<file path="src/rtl/dmem_arbiter_if.sv">
// Bundle of the two requester ports, the memory port and the busy flag around dmem_arbiter.
// Handshake: a requester holds req/we/addr/wdata until gnt; gnt is the accept cycle; rvalid qualifies rdata.
interface dmem_arbiter_if #(
    parameter int AW = 32,
    parameter int DW = 32
);
    logic          m0_req;
    logic          m0_we;
    logic [AW-1:0] m0_addr;
    logic [DW-1:0] m0_wdata;
    logic          m0_gnt;
    logic          m0_rvalid;
    logic [DW-1:0] m0_rdata;

    logic          m1_req;
    logic          m1_we;
    logic [AW-1:0] m1_addr;
    logic [DW-1:0] m1_wdata;
    logic          m1_gnt;
    logic          m1_rvalid;
    logic [DW-1:0] m1_rdata;

    logic          mem_en;
    logic          mem_we;
    logic [AW-1:0] mem_addr;
    logic [DW-1:0] mem_wdata;
    logic [DW-1:0] mem_rdata;

    logic          busy;

    modport slave (
        input  m0_req, m0_we, m0_addr, m0_wdata,
        input  m1_req, m1_we, m1_addr, m1_wdata,
        input  mem_rdata,
        output m0_gnt, m0_rvalid, m0_rdata,
        output m1_gnt, m1_rvalid, m1_rdata,
        output mem_en, mem_we, mem_addr, mem_wdata,
        output busy
    );

    modport master (
        output m0_req, m0_we, m0_addr, m0_wdata,
        output m1_req, m1_we, m1_addr, m1_wdata,
        output mem_rdata,
        input  m0_gnt, m0_rvalid, m0_rdata,
        input  m1_gnt, m1_rvalid, m1_rdata,
        input  mem_en, mem_we, mem_addr, mem_wdata,
        input  busy
    );
endinterface

</file>
<file path="src/rtl/dmem_arbiter.sv">
// Round-robin arbiter sharing one single-port data memory between the core (m0) and a DMA/debug port (m1).
// One transaction at a time; reads hold the arbiter in RD_WAIT until the fixed-latency data returns.
module dmem_arbiter #(
    parameter int AW  = 32,
    parameter int DW  = 32,
    parameter int LAT = 1
) (
    input  logic             clk,
    input  logic             rstn,
    dmem_arbiter_if.slave    bus,
    output logic             o_dbg_state
);
    localparam int              CW       = $clog2(LAT + 1);
    localparam logic [CW-1:0]   CNT_LAST = CW'(LAT - 1);

    typedef enum logic {
        IDLE    = 1'b0,
        RD_WAIT = 1'b1
    } state_t;

    state_t        r_state, w_state_nxt;
    logic [CW-1:0] r_cnt, w_cnt_nxt;
    logic          r_owner, w_owner_nxt;
    logic          r_last_grant, w_last_grant_nxt;

    logic          w_sel1;
    logic          w_gnt0, w_gnt1;
    logic          w_rv0, w_rv1;
    logic          w_mem_en, w_mem_we;
    logic [AW-1:0] w_mem_addr;
    logic [DW-1:0] w_mem_wdata;

    always_ff @(posedge clk or negedge rstn) begin
        if (!rstn) begin
            r_state      <= IDLE;
            r_cnt        <= '0;
            r_owner      <= 1'b0;
            r_last_grant <= 1'b1;
        end else begin
            r_state      <= w_state_nxt;
            r_cnt        <= w_cnt_nxt;
            r_owner      <= w_owner_nxt;
            r_last_grant <= w_last_grant_nxt;
        end
    end

    always_comb begin
        w_state_nxt      = r_state;
        w_cnt_nxt        = r_cnt;
        w_owner_nxt      = r_owner;
        w_last_grant_nxt = r_last_grant;
        w_gnt0           = 1'b0;
        w_gnt1           = 1'b0;
        w_rv0            = 1'b0;
        w_rv1            = 1'b0;
        w_mem_en         = 1'b0;
        w_mem_we         = 1'b0;
        w_mem_addr       = '0;
        w_mem_wdata      = '0;
        // On a tie, m1 wins only if m0 took the previous grant.
        w_sel1           = bus.m1_req & (~bus.m0_req | ~r_last_grant);

        case (r_state)
            IDLE: begin
                if (bus.m0_req || bus.m1_req) begin
                    w_gnt0           = ~w_sel1;
                    w_gnt1           = w_sel1;
                    w_mem_en         = 1'b1;
                    w_mem_we         = w_sel1 ? bus.m1_we    : bus.m0_we;
                    w_mem_addr       = w_sel1 ? bus.m1_addr  : bus.m0_addr;
                    w_mem_wdata      = w_sel1 ? bus.m1_wdata : bus.m0_wdata;
                    w_last_grant_nxt = w_sel1;
                    if (!w_mem_we) begin
                        w_owner_nxt = w_sel1;
                        w_cnt_nxt   = '0;
                        w_state_nxt = RD_WAIT;
                    end
                end
            end
            RD_WAIT: begin
                // cnt is 0 in the first wait cycle, so cnt==LAT-1 lands on cycle LAT after the grant.
                if (r_cnt == CNT_LAST) begin
                    w_rv0       = ~r_owner;
                    w_rv1       = r_owner;
                    w_cnt_nxt   = '0;
                    w_state_nxt = IDLE;
                end else begin
                    w_cnt_nxt = r_cnt + 1'b1;
                end
            end
            default: w_state_nxt = IDLE;
        endcase
    end

    // Combinational outputs are forced low while reset is asserted.
    assign bus.m0_gnt    = rstn & w_gnt0;
    assign bus.m1_gnt    = rstn & w_gnt1;
    assign bus.m0_rvalid = rstn & w_rv0;
    assign bus.m1_rvalid = rstn & w_rv1;
    assign bus.m0_rdata  = rstn ? bus.mem_rdata : '0;
    assign bus.m1_rdata  = rstn ? bus.mem_rdata : '0;
    assign bus.mem_en    = rstn & w_mem_en;
    assign bus.mem_we    = rstn & w_mem_we;
    assign bus.mem_addr  = rstn ? w_mem_addr  : '0;
    assign bus.mem_wdata = rstn ? w_mem_wdata : '0;
    assign bus.busy      = (r_state == RD_WAIT);
    assign o_dbg_state   = (r_state == RD_WAIT);
endmodule

</file>
<file path="src/flat_wrapper.sv">
// flat-port wrapper written by rule: the top's interface ports become plain ports
module dmem_arbiter_flat 
#(
    parameter int AW  = 32,
    parameter int DW  = 32,
    parameter int LAT = 1
)
  (clk, rstn, o_dbg_state, bus_m0_req, bus_m0_we, bus_m0_addr, bus_m0_wdata, bus_m1_req, bus_m1_we, bus_m1_addr, bus_m1_wdata, bus_mem_rdata, bus_m0_gnt, bus_m0_rvalid, bus_m0_rdata, bus_m1_gnt, bus_m1_rvalid, bus_m1_rdata, bus_mem_en, bus_mem_we, bus_mem_addr, bus_mem_wdata, bus_busy);
  dmem_arbiter_if #(.AW(AW), .DW(DW)) bus_i ();
  input  logic clk;
  input  logic rstn;
  output logic o_dbg_state;
  input wire logic [$bits(bus_i.m0_req)-1:0] bus_m0_req;
  input wire logic [$bits(bus_i.m0_we)-1:0] bus_m0_we;
  input wire logic [$bits(bus_i.m0_addr)-1:0] bus_m0_addr;
  input wire logic [$bits(bus_i.m0_wdata)-1:0] bus_m0_wdata;
  input wire logic [$bits(bus_i.m1_req)-1:0] bus_m1_req;
  input wire logic [$bits(bus_i.m1_we)-1:0] bus_m1_we;
  input wire logic [$bits(bus_i.m1_addr)-1:0] bus_m1_addr;
  input wire logic [$bits(bus_i.m1_wdata)-1:0] bus_m1_wdata;
  input wire logic [$bits(bus_i.mem_rdata)-1:0] bus_mem_rdata;
  output wire logic [$bits(bus_i.m0_gnt)-1:0] bus_m0_gnt;
  output wire logic [$bits(bus_i.m0_rvalid)-1:0] bus_m0_rvalid;
  output wire logic [$bits(bus_i.m0_rdata)-1:0] bus_m0_rdata;
  output wire logic [$bits(bus_i.m1_gnt)-1:0] bus_m1_gnt;
  output wire logic [$bits(bus_i.m1_rvalid)-1:0] bus_m1_rvalid;
  output wire logic [$bits(bus_i.m1_rdata)-1:0] bus_m1_rdata;
  output wire logic [$bits(bus_i.mem_en)-1:0] bus_mem_en;
  output wire logic [$bits(bus_i.mem_we)-1:0] bus_mem_we;
  output wire logic [$bits(bus_i.mem_addr)-1:0] bus_mem_addr;
  output wire logic [$bits(bus_i.mem_wdata)-1:0] bus_mem_wdata;
  output wire logic [$bits(bus_i.busy)-1:0] bus_busy;
  assign bus_i.m0_req = bus_m0_req;
  assign bus_i.m0_we = bus_m0_we;
  assign bus_i.m0_addr = bus_m0_addr;
  assign bus_i.m0_wdata = bus_m0_wdata;
  assign bus_i.m1_req = bus_m1_req;
  assign bus_i.m1_we = bus_m1_we;
  assign bus_i.m1_addr = bus_m1_addr;
  assign bus_i.m1_wdata = bus_m1_wdata;
  assign bus_i.mem_rdata = bus_mem_rdata;
  assign bus_m0_gnt = bus_i.m0_gnt;
  assign bus_m0_rvalid = bus_i.m0_rvalid;
  assign bus_m0_rdata = bus_i.m0_rdata;
  assign bus_m1_gnt = bus_i.m1_gnt;
  assign bus_m1_rvalid = bus_i.m1_rvalid;
  assign bus_m1_rdata = bus_i.m1_rdata;
  assign bus_mem_en = bus_i.mem_en;
  assign bus_mem_we = bus_i.mem_we;
  assign bus_mem_addr = bus_i.mem_addr;
  assign bus_mem_wdata = bus_i.mem_wdata;
  assign bus_busy = bus_i.busy;
  dmem_arbiter #(.AW(AW), .DW(DW), .LAT(LAT)) u_core (.clk(clk), .rstn(rstn), .bus(bus_i), .o_dbg_state(o_dbg_state));
endmodule
</file>
<file path="config.mk">
export PLATFORM = sky130hd
export DESIGN_NAME = dmem_arbiter_flat
export DESIGN_NICKNAME = d
export VERILOG_FILES = /design/src/rtl/dmem_arbiter_if.sv /design/src/rtl/dmem_arbiter.sv /design/src/flat_wrapper.sv
export SDC_FILE = /design/constraint.sdc
export NUM_CORES = 1
export LEC_CHECK = 0
export BUFFER_PORTS_ARGS = -buffer_cell sky130_fd_sc_hd__buf_2
export CAP_MARGIN = 20
export CORE_AREA = 2 2 118 120
export DETAILED_ROUTE_END_ITERATION = 8
export DIE_AREA = 0 0 120 122
export RECOVER_POWER = 25
export SYNTH_ARGS = -nofsm -noshare
export SYNTH_HDL_FRONTEND = slang
export SYNTH_SLANG_ARGS = --single-unit
</file>
<file path="constraint.sdc">
create_clock -name clk -period 1.2 [get_ports clk]
set_clock_uncertainty 0.1 [all_clocks]
set_input_delay 0.06 -clock clk [delete_from_list [all_inputs] [get_ports clk]]
set_output_delay 0.06 -clock clk [all_outputs]
set_load 0.02 [all_outputs]
</file>
After elaboration in Yosys (flattened, before gate mapping)
Cells that the tools add are included.
- bits in registers: 4
- output and inout port bits: 136
- word-level logic and storage cells: 55
- add/subtract/negate cells: 1
- eq/ne operators: 2
- muxes and demuxes: 30
- bitwise operators: 14
- reductions and logical operators: 4
- operator list (cell ; count):
    2-to-1 mux 32 bit ; 9
    2-to-1 mux 1 bit ; 19
    AND 1 bit ; 7
    inverter 1 bit ; 6
    case mux 1 bit (2 select lines) ; 2
    AND reduction 2 bit ; 2
    AND reduction 3 bit ; 1
    inequality test 2 x 1 -> 1 bit, second input constant ; 1
    inequality test 2 bit, second input constant ; 1
    adder 1 bit, second input constant ; 1
    logical OR 1 bit ; 1
    OR 1 bit ; 1

Depth between registers and ports, before layout
Gate-level depths: netlist of run 1.
- word-level depth: 7
- depth in mapped cells: 5

Worst setup path after synthesis of run 1
No wires, ideal clock.
- kind: register to output
- from: register u_core.r_last_grant
- to: output port bus_mem_addr[0]
- arrival time: 1.400 ns
- data required time: 1.040 ns
- setup slack: -0.360 ns
- stages on the path, launching flop included: 6
- path buffers: 2
- path through: dfstp_2 a21bo_2 buf_4 buf_4 nand2_1 a21oi_1
- cells in the longest elaborated chain, start to end: 7
- ends and longest elaborated chain (element ; line ; text):
    from (decl) ; dmem_arbiter.sv:24 ; logic r_last_grant, w_last_grant_nxt;
    from (signal assigned) ; dmem_arbiter.sv:43 ; r_last_grant <= w_last_grant_nxt;
    inverter 1 bit ; dmem_arbiter.sv:61 ; w_sel1 = bus.m1_req & (~bus.m0_req | ~r_last_grant);
    OR 1 bit ; dmem_arbiter.sv:61 ;
    AND 1 bit ; dmem_arbiter.sv:61 ;
    2-to-1 mux 32 bit ; dmem_arbiter.sv:70 ; w_mem_addr = w_sel1 ? bus.m1_addr : bus.m0_addr;
    2-to-1 mux 32 bit ; dmem_arbiter.sv:65 ; if (bus.m0_req || bus.m1_req) begin
    2-to-1 mux 32 bit ; dmem_arbiter.sv:63 ; case (r_state)
    2-to-1 mux 32 bit ; dmem_arbiter.sv:104 ; assign bus.mem_addr = rstn ? w_mem_addr : '0;
    to (decl) ; flat_wrapper.sv:30 ; output wire logic [$bits(bus_i.mem_addr)-1:0] bus_mem_addr;
Every way passes these cells.

Final worst setup path of run 1
- from: register u_core.r_last_grant
- to: output port bus_mem_wdata[19]
- cells in the longest elaborated chain, start to end: 7
- ends and longest elaborated chain (element ; line ; text):
    inverter 1 bit ; dmem_arbiter.sv:61 ;
    OR 1 bit ; dmem_arbiter.sv:61 ;
    AND 1 bit ; dmem_arbiter.sv:61 ;
    2-to-1 mux 32 bit ; dmem_arbiter.sv:71 ; w_mem_wdata = w_sel1 ? bus.m1_wdata : bus.m0_wdata;
    2-to-1 mux 32 bit ; dmem_arbiter.sv:65 ;
    2-to-1 mux 32 bit ; dmem_arbiter.sv:63 ;
    2-to-1 mux 32 bit ; dmem_arbiter.sv:105 ; assign bus.mem_wdata = rstn ? w_mem_wdata : '0;
    to (decl) ; flat_wrapper.sv:31 ; output wire logic [$bits(bus_i.mem_wdata)-1:0] bus_mem_wdata;
Every way passes these cells.

==> impl_metrics.yaml, run 1 <==
run_status:
  status: "finished, violations left"
  violations: "negative setup slack"
floorplan:
  dieArea_sq_um: 14640
  die_h_um: 122
  core_sq_um: 13500
  dieWidth_um: 120
  io_pins: 302
  row_count: 43
  start_util_pct: 12.25
timing:
  worst_pin_slew_ns: 0.5228
  max_freq_mhz: 564.2
  setup_viol: 135
  setup_tns_ns: -39.99
  maxSlewHeadroom_pct: 65.15
  rsz0062_at_grt: "yes"
  period_minus_slack_ns: 1.772
  fin_crit_sh_pct: 147.7
  hold_violations: 0
  final.setup.worst_slack_ns: -0.5723
  drv_slew: 0
place:
  port_buffers: 301
  globalplace.congestion: 0.7617
  dpl.hpwl_mm: 7.919
route:
  initialDrtViolationCount: 58
  totalWireLength_mm: 11.02
  vias: 3235
  dr.pass1.iters: 4
  vias_per_cell: 4.132
  drc: 0
  wl_per_cell_um: 14.08
  ant_nets: 0
setup_path:
  rr_worst_depth: 6
  crit_path_start: "u_core.r_last_grant$_DFFE_PN1P_"
  endpoint: "bus_mem_wdata[19]"
  worstPathRequired_ns: 1.04
  r2r_setup_slack_ns: -0.43
  worstSetupStartpointType: "flip-flop"
  crit_path_end_kind: "output port"
  reg2reg_to: "u_core.r_owner$_DFFE_PN0P_"
  r2r_start: "u_core.r_last_grant$_DFFE_PN1P_"
  path_class: "reg2out"
  cp_max_fo: 8
  crit_arrival_ns: 1.61
clocking:
  cts_buffers: 3
  clock-sinks: 3
  clk_pin_slew_ns: 0.03
  clk_path_buf_depth: 2
  cts_tree: "yes"
  root_buffer: "clkbuf_16"
  htreeDepth: 1
  clk_latency_ns: 0.22
synthesis:
  synth_cells: 303
  yosys_warnings: 0
  ys_types: 22
  seq_area_frac_synth_pct: 4.614
  synth.avg_cell_area_sq_um: 5.459
  synth_nets: 469
  ys_ff_latch: 3
  netlist_area_sq_um: 1654
pwr:
  cellPowerDensity_nw_per_um2: 754.2
  p_leak_uw: 0.002623
  vdd_drop_max_mv: 0.4216
global_route:
  grt_pass1_vias: 2954
  grt_max_degree: 38
  antenna_found_initial: 1
  grt_overflow: 0
  grt_pass1_wl_mm: 14.52
  grt_use_total_pct: 12.33
layout:
  fill_cells: 1341
  syn_to_final_growth_pct: 219.5
  seqCellArea_sq_um: 77.57
  final_nets: 770
  multi_input_area_sq_um: 2153
  fin_util_pct: 39.14
  diodes: 0
  layout-drive-gt1-share_pct: 80.43
job:
  maxCapViolations: 0
min_path:
  hp-class: "in2reg"
synth_stat cells, drive strengths merged:
cell type	instances	area, sq um
a211o	1	8.760
a21bo	1	10.01
a21boi	1	11.26
a21oi	65	362.8
a31oi	1	6.260
and2	32	200.2
and3	2	12.51
buf	51	384.1
clkbuf	6	22.52
dfrtp	2	50.05
dfstp	1	26.28
inv	2	7.510
mux2i	1	10.01
nand2	129	484.2
nand3b	1	20.02
nor2	4	15.01
nor3b	1	7.510
nor4	1	6.260
o31a	1	8.760
how the worst min path moves through the flow:
stage / from / endpoint / depth (start not counted)
after floorplan: rstn / u_core.bus.busy$_DFF_PN0_ / 0
after global placement: rstn / u_core.r_owner$_DFFE_PN0P_ / 2
after detailed placement: rstn / u_core.r_owner$_DFFE_PN0P_ / 2
after CTS: rstn / u_core.r_last_grant$_DFFE_PN1P_ / 2
after global routing: bus_m0_we / u_core.r_owner$_DFFE_PN0P_ / 3
final: bus_m1_req / u_core.r_last_grant$_DFFE_PN1P_ / 3
per-stage QoR:
stage                     power (uW)  hold WS, ns  instances  area [sq um]  worst slack (ns)
final                           3986      0.05160        783          5285           -0.5723
after global routing            4190      0.08268        783          5285           -0.6272
after CTS                       3637      0.01836        775          4806           -0.5616
after detailed placement        2628     0.007891        758          4095           -0.3668
after global placement          2615     0.003453        758          4095           -0.3663
after floorplan                 1793      -0.3356        303          2401           -0.1640
critical path, stage by stage (launching register included):
cell and delay, ns:
dfstp_2 0.37, buf_6 0.11, a21boi_4 0.19, buf_12 0.19
clkbuf_16 0.19, nand2_2 0.07, a21oi_4 0.14, buf_6 0.13
per-layer routing:
layer  GRT usage [%]  vias to the layer above  share of wire [%]
li1                -                     1545                  -
met1           13.22                     1474                 36
met2           25.07                      198                 53
met3           1.919                       16                8.5
met4           2.574                        2                1.9
met5               0                        -               0.15
registers in the layout, summed over array words and instances (netlist names):
| name | flops |
|---|---|
| u_core.bus.busy | 1 |
| u_core.r_last_grant | 1 |
| u_core.r_owner | 1 |
placed cells by master (no fill, tap or decap), types with 2 or more instances in the layout:
cell           synthesis  routed
buf_12                 0      15
nor2_1                 4       2
clkbuf_16              0       9
clkbuf_1               6       2
buf_4                 44      17
buf_6                  3      73
and2_1                32      32
inv_2                  0       2
buf_16                 0       5
nand2_4                0      25
buf_2                  4     232
a21oi_4                0      64
nand2_1              129      72
nand2_2                0      32
dlygate4sd3_1          0       2
nor2_4                 0       2
power breakdown:
group | switching (uW) | leakage [uW] | internal (uW) | total [uW]
Sequential | 26.1 | 0.0000332 | 138 | 164
Clock | 88.6 | 0.0000382 | 438 | 527
Combinational | 1720 | 0.00255 | 1570 | 3290
Total | 1840 | 0.00262 | 2150 | 3990
cells by family after synthesis:
logic type | synth area share [%]
and+or+nand+nor | 45.08
DFF | 4.615
AOI/OAI and AO/OA | 24.66
buffers and inverters | 25.04
muxes | 0.6052
area by class of cell:
type,instances,share of cell area (%)
Sequential cell,3,1.468
Inverter,2,0.1420
Clock buffer,4,1.491
Multi-Input combinational cell,241,40.74
Tap cell,180,4.261
Timing Repair Buffer,353,51.89
what timing repair did:
item / in CTS / in global routing
setup endpoints to repair: 71 / 73
endpoints found under the hold margin: 3 / 0
pin swaps: 2 / 31
hold buffers: 2 / 0
gates cloned: 4 / 7
buffers inserted: 7 / 2
resized for setup: 143 / 90
Power figures use the tool's default switching activity.
==> run 2: changes to the inputs <==
PLACE_DENSITY_LB_ADDON = 0.1   (was unset)
==> run 2 against run 1 <==
Net effect: the run still ends with negative setup slack left; final area down 3.1%; sequential cell count unchanged; non-clock buffer count down 9; largest cell class unchanged; critical path depth down 1; largest power group unchanged; cell count down 1.1%; sequential power up 4%; global-route usage up 1.2 points; first-iteration DRC count up 50%; die area unchanged; total power down 2.3%; routed wire length up 3.0%; hold slack worse by 0.027 ns.
==> impl_metrics.yaml, run 2 (synthesis gave the netlist of run 1 again) <==
pwr:
  power_uw: 3893
  vdd_drop_max_mv: 0.3727
  cellPowerDensity_nw_per_um2: 759.8
  p_leak_uw: 0.002426
clocking:
  clk_path_buf_depth: 2
  clk_latency_ns: 0.22
  htreeDepth: 1
  clock-sinks: 3
  clk_pin_slew_ns: 0.03
  cts_buffers: 3
  cts_tree: "yes"
  root_buffer: "clkbuf_16"
setup_path:
  r2r_setup_slack_ns: -0.28
  cp_max_fo: 4
  worstSetupStartpointType: "flip-flop"
  worstPathRequired_ns: 1.04
  endpoint: "bus_mem_we"
  rr_worst_depth: 4
  reg2reg_to: "u_core.bus.busy$_DFF_PN0_"
  path_class: "reg2out"
  crit_path_end_kind: "output port"
  r2r_start: "u_core.r_last_grant$_DFFE_PN1P_"
  crit_arrival_ns: 1.61
  crit_path_start: "u_core.r_last_grant$_DFFE_PN1P_"
global_route:
  antenna_found_initial: 0
  grt_pass1_vias: 3013
  busiest_layer: "met2"
  grt_pass1_wl_mm: 15.68
  grt_overflow: 0
  grt_use_met2_pct: 26.92
  grt_max_degree: 37
  grt_use_total_pct: 13.48
  use_met1_pct: 14.82
  gr-usage-met3_pct: 2.388
route:
  ant_nets: 0
  vias_per_cell: 4.036
  dr.pass1.iters: 4
  wl_per_cell_um: 14.66
  totalWireLength_mm: 11.35
  initialDrtViolationCount: 87
  vias: 3124
  drc: 0
timing:
  hold_violations: 0
  maxSlewHeadroom_pct: 63.74
  setup_viol: 135
  worst_pin_slew_ns: 0.5438
  max_freq_mhz: 564.1
  rsz0062_at_grt: "yes"
  fin_crit_sh_pct: 147.7
  final.setup.worst_slack_ns: -0.5727
  drv_slew: 0
  period_minus_slack_ns: 1.773
floorplan:
  die_h_um: 122
  core_sq_um: 13500
  start_util_pct: 12.25
  dieWidth_um: 120
  io_pins: 302
  row_count: 43
  dieArea_sq_um: 14640
layout:
  layout-drive-gt1-share_pct: 81.82
  final_nets: 761
  fin_util_pct: 37.94
  multi_input_area_sq_um: 2068
  final_cell_count_no_fill: 774
  fill_cells: 1408
  final_common_cell: "buf_2"
  diodes: 0
  final_cell_mix: "buf_2, buf_6, nand2_1"
  seqCellArea_sq_um: 77.57
  syn_to_final_growth_pct: 209.8
place:
  dp.cells: 749
  globalplace.congestion: 0.7558
  dpl.hpwl_mm: 8.253
  port_buffers: 301
run_status:
  status: "finished, violations left"
  violations: "negative setup slack"
min_path:
  hp-class: "in2reg"
job:
  maxCapViolations: 0
==> run 2: what timing repair did <==
item                                    in CTS  in global routing
setup buffers                                6                  5
endpoints found under the setup margin      72                 74
hold buffers                                 1                  0
pin swaps                                    3                  5
gates resized for setup                     98                131
gates cloned                                 5                  5
endpoints found under the hold margin        1                  0
==> run 2: through the flow <==
stage | hold slack (ns) | TNS [ns] | area, sq um | setup WS, ns
final | 0.02476 | -39.43 | 5124 | -0.5727
after global routing | 0.03671 | -50.49 | 5124 | -0.6211
after CTS | 0.01867 | -36.65 | 4576 | -0.5650
after detailed placement | 0.2177 | -22.08 | 3990 | -0.3559
after global placement | 0.2142 | -20.91 | 3990 | -0.3368
after floorplan | -0.3356 | -9.704 | 2401 | -0.1640
==> run 2: how the worst min path moves through the flow <==
stage,end,cells after the start,start
4_1_cts,u_core.r_owner$_DFFE_PN0P_,3,rstn
2_1_floorplan,u_core.bus.busy$_DFF_PN0_,0,rstn
3_5_place_dp,u_core.r_last_grant$_DFFE_PN1P_,2,bus_m0_req
5_1_grt,u_core.r_last_grant$_DFFE_PN1P_,3,bus_m1_req
3_3_place_gp,u_core.r_last_grant$_DFFE_PN1P_,2,bus_m0_req
6_report,u_core.r_last_grant$_DFFE_PN1P_,3,bus_m1_req
==> run 2: final cells by class <==
type                            instances  area share, %
Clock buffer                            4          1.538
Sequential cell                         3          1.514
Timing Repair Buffer                  344          51.99
Multi-Input combinational cell        241          40.37
Inverter                                2         0.1954
Tap cell                              180          4.396
==> run 2: power breakdown <==
part           switching (uW)  internal, uW  total [uW]
clock                    95.5           439         534
sequential               31.3           138         170
combinational            1670          1520        3190
==> run 2: layer usage <==
layer  wire length (um)  vias to the layer above
met2               6162                      171
met1               4193                     1423
met4                 72                        0
met5                  0                        -
met3                919                        5
li1                   -                     1525
==> run 2: critical path, cell delays in order (launching register included) <==
cell	delay [ns]
dfstp_2	0.56
a21bo_4	0.18
buf_12	0.13
mux2i_2	0.22
buf_4	0.15
nor2_4	0.03
buf_6	0.12
==> run 3: changes to the inputs <==
GPL_TIMING_DRIVEN = 0   (was unset)
==> run 3 against run 2 <==
Net effect: the run still ends with negative setup slack left; setup slack improved by 0.0020 ns; non-clock buffer count increased by 29; utilization is 0.61 points lower; maximum frequency rose by 0.11%; sequential share of layout area about the same; largest cell class unchanged.
==> impl_metrics.yaml, run 3 (synthesis gave the netlist of run 1 again) <==
run_status:
  status: "finished, violations left"
  violations: "negative setup slack"
layout:
  final_cell_count_no_fill: 803
  final_common_cell: "buf_2"
  diodes: 0
  fin_util_pct: 37.33
  layout-drive-gt1-share_pct: 76.57
  syn_to_final_growth_pct: 204.8
  fill_cells: 1431
  final_nets: 790
  final_cell_mix: "buf_2, nand2_1, buf_6"
place:
  dpl.hpwl_mm: 9.028
  port_buffers: 301
  globalplace.congestion: 0.7800
  dp.cells: 784
setup_path:
  cp_cell_sequence: "a21bo_4 > buf_12 > buf_8 > nand2_1 > a21oi_4 > buf_6"
  cp_top_family: "flip-flops"
  reg2reg_to: "u_core.bus.busy$_DFF_PN0_"
  crit_path_end_kind: "output port"
  rr_worst_depth: 5
  worstPathRequired_ns: 1.04
  cp_max_fo: 10
  crit_arrival_ns: 1.61
  r2r_start: "u_core.r_last_grant$_DFFE_PN1P_"
  path_class: "reg2out"
  cp_slowest_stage_delay_ns: 0.56
  worstSetupStartpointType: "flip-flop"
  cp.buffers_inverters: 3
  r2r_setup_slack_ns: -0.33
  crit_slowest_cell: "dfstp_2"
route:
  ant_nets: 0
  vias: 3185
  drc: 0
  initialDrtViolationCount: 68
  wl_per_cell_um: 13.26
  totalWireLength_mm: 10.65
  dr.pass1.iters: 4
  vias_per_cell: 3.966
clocking:
  htreeDepth: 1
  clk_path_buf_depth: 2
  cts_tree: "yes"
  root_buffer: "clkbuf_16"
  clk_latency_ns: 0.22
  clk_pin_slew_ns: 0.03
  cts_buffers: 3
  clock-sinks: 3
floorplan:
  start_util_pct: 12.25
  row_count: 43
  die_h_um: 122
  core_sq_um: 13500
  dieWidth_um: 120
  dieArea_sq_um: 14640
  io_pins: 302
min_path:
  min_to: "u_core.r_last_grant$_DFFE_PN1P_"
  holdPathStages: 3
  hp-class: "in2reg"
  hold_start: "bus_m1_req"
timing:
  rsz0062_at_grt: "yes"
  worst_pin_slew_ns: 0.5184
  period_minus_slack_ns: 1.771
  final.setup.worst_slack_ns: -0.5708
  drv_slew: 0
  fin_crit_sh_pct: 147.6
  max_freq_mhz: 564.7
  setup_viol: 131
  hold_violations: 0
  maxSlewHeadroom_pct: 65.44
  setup_tns_ns: -41.80
global_route:
  grt_use_total_pct: 13.49
  grt_pass1_wl_mm: 16.02
  grt_max_degree: 11
  grt_overflow: 0
  antenna_found_initial: 1
  grt_pass1_vias: 3241
pwr:
  vdd_drop_max_mv: 0.5137
  power_uw: 3630
  p_leak_uw: 0.002477
  cellPowerDensity_nw_per_um2: 720.1
job:
  maxCapViolations: 0
run 3: cell types whose count changed in the layout (fill, tap and decap cells not counted), sizes merged:
cell	before	now
buf	336	364
clkinv	0	1
dlygate4sd3	1	2
inv	2	1
run 3: metrics by stage:
stage                     hold slack (ns)  cell area (sq um)  setup WS, ns
after floorplan                   -0.3356               2401       -0.1640
after global placement            -0.1565               4133       -0.5832
after detailed placement          -0.1528               4133       -0.5773
after CTS                         0.03441               4921       -0.5892
after global routing               0.1117               5041       -0.6296
final                             0.03422               5041       -0.5708
run 3: worst max-delay path by stage:
stage                     cells after the start  slack, ns                            start          endpoint
after floorplan                               5      -0.16  u_core.r_last_grant$_DFFE_PN1P_   bus_mem_addr[0]
after global placement                        5      -0.58  u_core.r_last_grant$_DFFE_PN1P_  bus_mem_addr[26]
after detailed placement                      5      -0.58  u_core.r_last_grant$_DFFE_PN1P_  bus_mem_addr[26]
after CTS                                     6      -0.59  u_core.r_last_grant$_DFFE_PN1P_   bus_mem_addr[3]
after global routing                          6      -0.63  u_core.r_last_grant$_DFFE_PN1P_  bus_mem_addr[10]
final                                         6      -0.57  u_core.r_last_grant$_DFFE_PN1P_   bus_mem_addr[4]
run 3: timing repair:
item,4_1_cts,5_1_grt
endpoints found under the setup margin,100,82
buffers inserted,11,2
hold buffers,2,0
resized for setup,178,43
endpoints found under the hold margin,4,0
gates cloned,1,0
pin swaps,10,8
run 3: metal layers:
layer | global-route usage (%) | share of wire [%]
met2 | 27.31 | 55
met3 | 2.949 | 9.1
met4 | 2.426 | 0.76
met1 | 14.21 | 35
met5 | 0 | 0
run 3: tightest hold or removal path, cell delays in order:
cell	delay, ns
buf_2	0.12
a21oi_1	0.11
a31oi_1	0.05
run 3: final cells by class:
class	count	area [sq um]	share of cell area [%]
tap	180	225.2	4.468
multi-input combinational	241	1998	39.64
inverter	2	15.01	0.2978
sequential	3	77.57	1.539
timing repair buffer	317	2130	42.24
buffer	56	516.7	10.25
clock buffer	4	78.83	1.564
run 3: where the power goes:
group          total [uW]  internal (uW)  switching, uW
registers             176            138           37.6
clock network         524            438           86.1
logic                2930           1360           1570
